### config.mk
export PLATFORM = sky130hd
export DESIGN_NAME = trigger_period_meter
export DESIGN_NICKNAME = d
export VERILOG_FILES = /design/src/rtl/trigger_period_meter.sv
export SDC_FILE = /design/constraint.sdc
export NUM_CORES = 1
export LEC_CHECK = 0
export BUFFER_PORTS_ARGS = -buffer_cell sky130_fd_sc_hd__buf_4
export CORE_ASPECT_RATIO = 0.5
export CORE_UTILIZATION = 50
export DETAILED_ROUTE_END_ITERATION = 12
export GPL_TIMING_DRIVEN = 0
export PLACE_DENSITY = 0.75
export SETUP_SLACK_MARGIN = 0.05
export SYNTH_ARGS = -nofsm -noshare
export SYNTH_HDL_FRONTEND = slang
export SYNTH_SLANG_ARGS = --single-unit
### constraint.sdc
create_clock -name clk -period 1.7 [get_ports clk]
set_input_delay 0.34 -clock clk [delete_from_list [all_inputs] [get_ports clk]]
set_output_delay 0.34 -clock clk [all_outputs]
set_load 0.03 [all_outputs]
### src/rtl/trigger_period_meter.sv
// trigger_period_meter
// Measures the clk-cycle distance between successive rising edges of a
// same-domain trigger and hands each measurement to a consumer over a
// valid/ready interface. It also keeps a wrapping edge counter, a no-edge
// timeout flag and a sticky overrun flag for measurements that had to be dropped.
module trigger_period_meter #(
    parameter int WIDTH   = 16,
    parameter int TIMEOUT = 1000
) (
    input  logic             clk,
    input  logic             rst_n,
    input  logic             trigger,
    output logic [WIDTH-1:0] period,
    output logic             period_valid,
    input  logic             period_ready,
    output logic             saturated,
    output logic [7:0]       edge_count,
    output logic             timeout,
    output logic             overrun
);

    typedef enum logic [0:0] {
        ST_IDLE    = 1'b0,
        ST_MEASURE = 1'b1
    } state_e;

    localparam logic [WIDTH-1:0] CNT_ZERO = {WIDTH{1'b0}};
    localparam logic [WIDTH-1:0] CNT_ONE  = {{(WIDTH-1){1'b0}}, 1'b1};
    localparam logic [WIDTH-1:0] CNT_MAX  = {WIDTH{1'b1}};
    // Counter value whose increment would reach TIMEOUT.
    localparam logic [WIDTH-1:0] CNT_LAST = WIDTH'(TIMEOUT - 1);

    state_e           state_q, state_d;
    logic             trig_q;
    logic [WIDTH-1:0] cnt_q, cnt_d;
    logic [WIDTH-1:0] period_q, period_d;
    logic             valid_q, valid_d;
    logic             sat_q, sat_d;
    logic [7:0]       edge_cnt_q, edge_cnt_d;
    logic             timeout_q, timeout_d;
    logic             overrun_q, overrun_d;

    logic             edge_s;
    logic             capture_s;
    logic             transfer_s;

    assign edge_s     = trigger & ~trig_q;
    assign transfer_s = valid_q & period_ready;

    // State register of the measurement FSM.
    always_ff @(posedge clk or negedge rst_n) begin
        if (!rst_n) begin
            state_q <= ST_IDLE;
        end else begin
            state_q <= state_d;
        end
    end

    // Next-state logic: an edge always (re)starts a measurement, a timeout returns to IDLE.
    always_comb begin
        state_d = state_q;
        case (state_q)
            ST_IDLE: begin
                if (edge_s) begin
                    state_d = ST_MEASURE;
                end else begin
                    state_d = ST_IDLE;
                end
            end
            ST_MEASURE: begin
                if (edge_s) begin
                    state_d = ST_MEASURE;
                end else if (cnt_q == CNT_LAST) begin
                    state_d = ST_IDLE;
                end else begin
                    state_d = ST_MEASURE;
                end
            end
            default: begin
                state_d = ST_IDLE;
            end
        endcase
    end

    // Output/datapath logic: counter, capture, handshake and flag updates.
    always_comb begin
        cnt_d      = cnt_q;
        period_d   = period_q;
        sat_d      = sat_q;
        timeout_d  = timeout_q;
        overrun_d  = overrun_q;
        capture_s  = 1'b0;
        valid_d    = transfer_s ? 1'b0 : valid_q;
        edge_cnt_d = edge_s ? (edge_cnt_q + 8'd1) : edge_cnt_q;

        case (state_q)
            ST_IDLE: begin
                if (edge_s) begin
                    cnt_d     = CNT_ONE;
                    timeout_d = 1'b0;
                end else begin
                    cnt_d = CNT_ZERO;
                end
            end
            ST_MEASURE: begin
                if (edge_s) begin
                    capture_s = 1'b1;
                    cnt_d     = CNT_ONE;
                    timeout_d = 1'b0;
                end else if (cnt_q == CNT_LAST) begin
                    timeout_d = 1'b1;
                    cnt_d     = CNT_ZERO;
                end else if (cnt_q == CNT_MAX) begin
                    cnt_d = CNT_MAX;
                end else begin
                    cnt_d = cnt_q + CNT_ONE;
                end
            end
            default: begin
                cnt_d = CNT_ZERO;
            end
        endcase

        // A capture lands only if the output slot is free or is being emptied this cycle.
        if (capture_s) begin
            if (!valid_q || transfer_s) begin
                period_d = cnt_q;
                sat_d    = (cnt_q == CNT_MAX);
                valid_d  = 1'b1;
            end else begin
                overrun_d = 1'b1;
            end
        end else begin
            period_d = period_q;
        end
    end

    // Datapath and flag registers; all outputs come straight from these.
    always_ff @(posedge clk or negedge rst_n) begin
        if (!rst_n) begin
            trig_q     <= 1'b0;
            cnt_q      <= CNT_ZERO;
            period_q   <= CNT_ZERO;
            valid_q    <= 1'b0;
            sat_q      <= 1'b0;
            edge_cnt_q <= 8'd0;
            timeout_q  <= 1'b0;
            overrun_q  <= 1'b0;
        end else begin
            trig_q     <= trigger;
            cnt_q      <= cnt_d;
            period_q   <= period_d;
            valid_q    <= valid_d;
            sat_q      <= sat_d;
            edge_cnt_q <= edge_cnt_d;
            timeout_q  <= timeout_d;
            overrun_q  <= overrun_d;
        end
    end

    assign period       = period_q;
    assign period_valid = valid_q;
    assign saturated    = sat_q;
    assign edge_count   = edge_cnt_q;
    assign timeout      = timeout_q;
    assign overrun      = overrun_q;

endmodule
==> metrics.csv <==
stage,metric,value,unit
run_status,outcome,finished with violations,
run_status,failing checks,negative setup slack,
power,Power Dens Cells,1095,mW/mm2
layout,"non-filler cells, final",289,
yosys,Mapped Area,0.002036,mm2
floorplan,core outline area,0.003660,mm2
routing,vias per cell,5.467,
power,Sequential Power Share,0.458,
clock_network,TritonCTS buffer count,5,
timing,Max-slew headroom,0.6216,
layout,"commonest non-fill, non-tap cells in the layout","buf_4, dfrtp_1, mux2_2",
grt,vias in the first global route,1387,
power,leakage power,1.254,nW
yosys,Post-Syn Instances,176,
worst_setup_path,"Worst Path Class, Setup",register to register,
floorplan,die area,0.004346,mm2
floorplan,initial core utilization,0.5562,
power,Peak VDD IR,0.5576,mV
clock_network,Root Driver,clkbuf_8,
floorplan,I/O pin cnt,32,
timing,setup TNS,-0.04916,ns
routing,remaining antenna violation count,0,
worst_setup_path,Worst setup SP type,register,
yosys,register bit total from synthesis,46,
power,Sw Pwr,1.062,mW
layout,area of the multi-input gates,997.2,um2
floorplan,# rows,15,
yosys,Syn Nets,182,
timing,"Slew Viols, Final",0,
timing,crit path time final,1.725,ns
floorplan,Die Span X,92.24,um
timing,Achievable Freq,579.7,MHz
timing,final setup margin,-0.02497,ns
routing,DR iter-0 viols,86,
yosys,register area share after synthesis,0.5655,
place,pre-CTS setup slack,-0.3280,ns
timing,Worst Skew,0.003569,ns
worst_setup_path,Critical Path Sink Type,register,
place,GPL Wtd Cong,0.7901,
worst_setup_path,crit path max fanout,5,
routing,Via Count,1580,
layout,Register Area,0.001164,mm2
grt,first-pass GRT wire length,6844,um
yosys,top cell type's share of synthesized area,0.5655,
timing,Final period util,1.015,
yosys,Post-Syn Area per Cell,11.57,um2
grt,total grt overflow,0,
routing,routed len/inst,15.85,um
yosys,Syn. warnings,0,
place,I/O Buffers,31,
layout,Finished Core Util,0.7699,
yosys,Post-synth EDFFs,0,
power,logic gate share of total power,0.318,
clock_network,TritonCTS clock tree,done,
layout,n_diodes,0,
routing,drt first pass iters,4,
yosys,ys async rst share,1.000,
power,sw frac,0.3442,
timing,final setup vio count,4,
grt,largest net degree at the start of global routing,47,
worst_setup_path,Crit path arrival time,1.94,ns
clock_network,Post-CTS Hold Fix Bufs,0,
clock_network,"Reg clk slew, reported paths",0.08,ns
place,DP Wirelength,2635,um
worst_setup_path,"Data required, critical path",1.91,ns
grt,GRT Total Usage,0.2187,
routing,final wirelength,4580,um
power,clock network power share,0.224,
clock_network,CTS sink cnt,46,
yosys,library cells used by synthesis,38,
layout,Nets,243,
power,Design Power,3.087,mW
timing,slew at the pin with the worst max-slew slack,0.5677,ns
grt,antenna violations before repair,0,
hold_path,Min-Delay Path Class,input port to async pin,
timing,final hold viol count,0,
run,MaxCap Viol Count,0,
power,Int Pwr,2.024,mW
yosys,largest area contributor in the netlist,dfrtp_1,
timing,worst hold margin,0.03590,ns
place,placed cell areas,0.002374,mm2
layout,Fillers,220,
layout,layout cells sized above 1,0.5084,
clock_network,deepest clock path buffer count,2,
clock_network,Clock Latency Late Sink,0.30,ns
timing,RSZ-0062 raised after global routing,true,
routing,drc violations,0,
place,dpl cells,258,
layout,area grow syn2layout,38.41,%
layout,final instance area,0.002818,mm2
yosys,Synth Flop Type,dfrtp_1,
layout,"commonest non-fill, non-tap cell in the layout",buf_4,
clock_network,H-tree depth,2,
yosys,Synth area leaders,"dfrtp_1, mux2_2, xnor2_1, nand2_1, a21oi_1",
floorplan,Die H,47.12,um
[Yosys cell counts (2+ instances only)]
cell	instances
nand3_1	7
o21ai_0	3
xor2_1	3
nor4_1	2
nor3_1	8
nand2_1	16
a2111oi_0	2
a211oi_1	2
inv_1	9
mux2_2	16
and3_1	3
nand2b_1	2
xnor2_1	13
a21oi_1	11
nor2_1	5
nand4_1	4
dfrtp_1	46
buf_2	3
ha_1	2
[area by class of cell]
class / instances / share of cell area
Multi-Input combinational cell: 116 / 0.3539
Tap cell: 51 / 0.02265
Sequential cell: 46 / 0.4130
Clock inverter: 1 / 0.001776
Inverter: 9 / 0.01199
Timing Repair Buffer: 54 / 0.1492
Clock buffer: 7 / 0.03064
Buffer: 5 / 0.01687
[logic make-up after synthesis]
logic type | after synthesis | synth area share
buffers and inverters | 14 | 0.02827
adder cells (fa/ha/maj) | 2 | 0.01229
XOR/XNOR | 16 | 0.06884
flip-flops | 46 | 0.5655
multiplexers | 16 | 0.08851
AO/OA/AOI/OAI | 25 | 0.07683
AND/OR/NAND/NOR | 57 | 0.1598
[critical path, cell delays in order (launching register included)]
cell	delay (ns)
dfrtp_2	0.41
buf_6	0.11
ha_4	0.16
nand3_4	0.09
nor4_4	0.37
buf_4	0.21
a31oi_1	0.09
nor3_1	0.19
[registers in the layout (all words and copies together) (netlist names)]
signal,count
cnt_q,16
period,16
state_q,1
saturated,1
period_valid,1
overrun,1
trig_q,1
edge_count,8
timeout,1
[metal layers]
metal,up-vias,global-route usage,part of all wire
met5,-,0,0
met4,0,0.1250,0.015
met3,6,0.05340,0.041
met2,46,0.3403,0.47
met1,789,0.2920,0.48
li1,739,-,-
[what timing repair did]
action	CTS	global route
cloned	1	0
setup endpoints to repair	25	24
resized for setup	18	33
pin swaps	7	11
setup buffers	15	8
[power groups by stage]
| stage | logic [mW] | clock network, mW | registers [mW] |
|---|---|---|---|
| CTS | 0.906 | 0.697 | 1.41 |
| finish | 0.981 | 0.692 | 1.41 |
| floorplan | 0.300 | 0 | 1.65 |
| global placement | 0.797 | 0 | 1.42 |
| global route | 1.04 | 0.748 | 1.44 |
| detailed placement | 0.817 | 0 | 1.44 |
[worst paths after layout]
path	depth (start not counted)	endpoint	slack, ns	start
min in group clk	1	trig_q$_DFF_PN0_	0.16	trigger
min reg2reg	1	overrun$_DFFE_PN0P_	0.48	overrun$_DFFE_PN0P_
max in group asynchronous	1	cnt_q[1]$_DFF_PN0_	1.25	rst_n
max	7	cnt_q[14]$_DFF_PN0_	-0.02	cnt_q[0]$_DFF_PN0_
max reg2reg	7	cnt_q[14]$_DFF_PN0_	-0.02	cnt_q[0]$_DFF_PN0_
min	1	period[8]$_DFFE_PN0P_	0.04	rst_n
No activity file was read; power rests on OpenSTA's default activity.
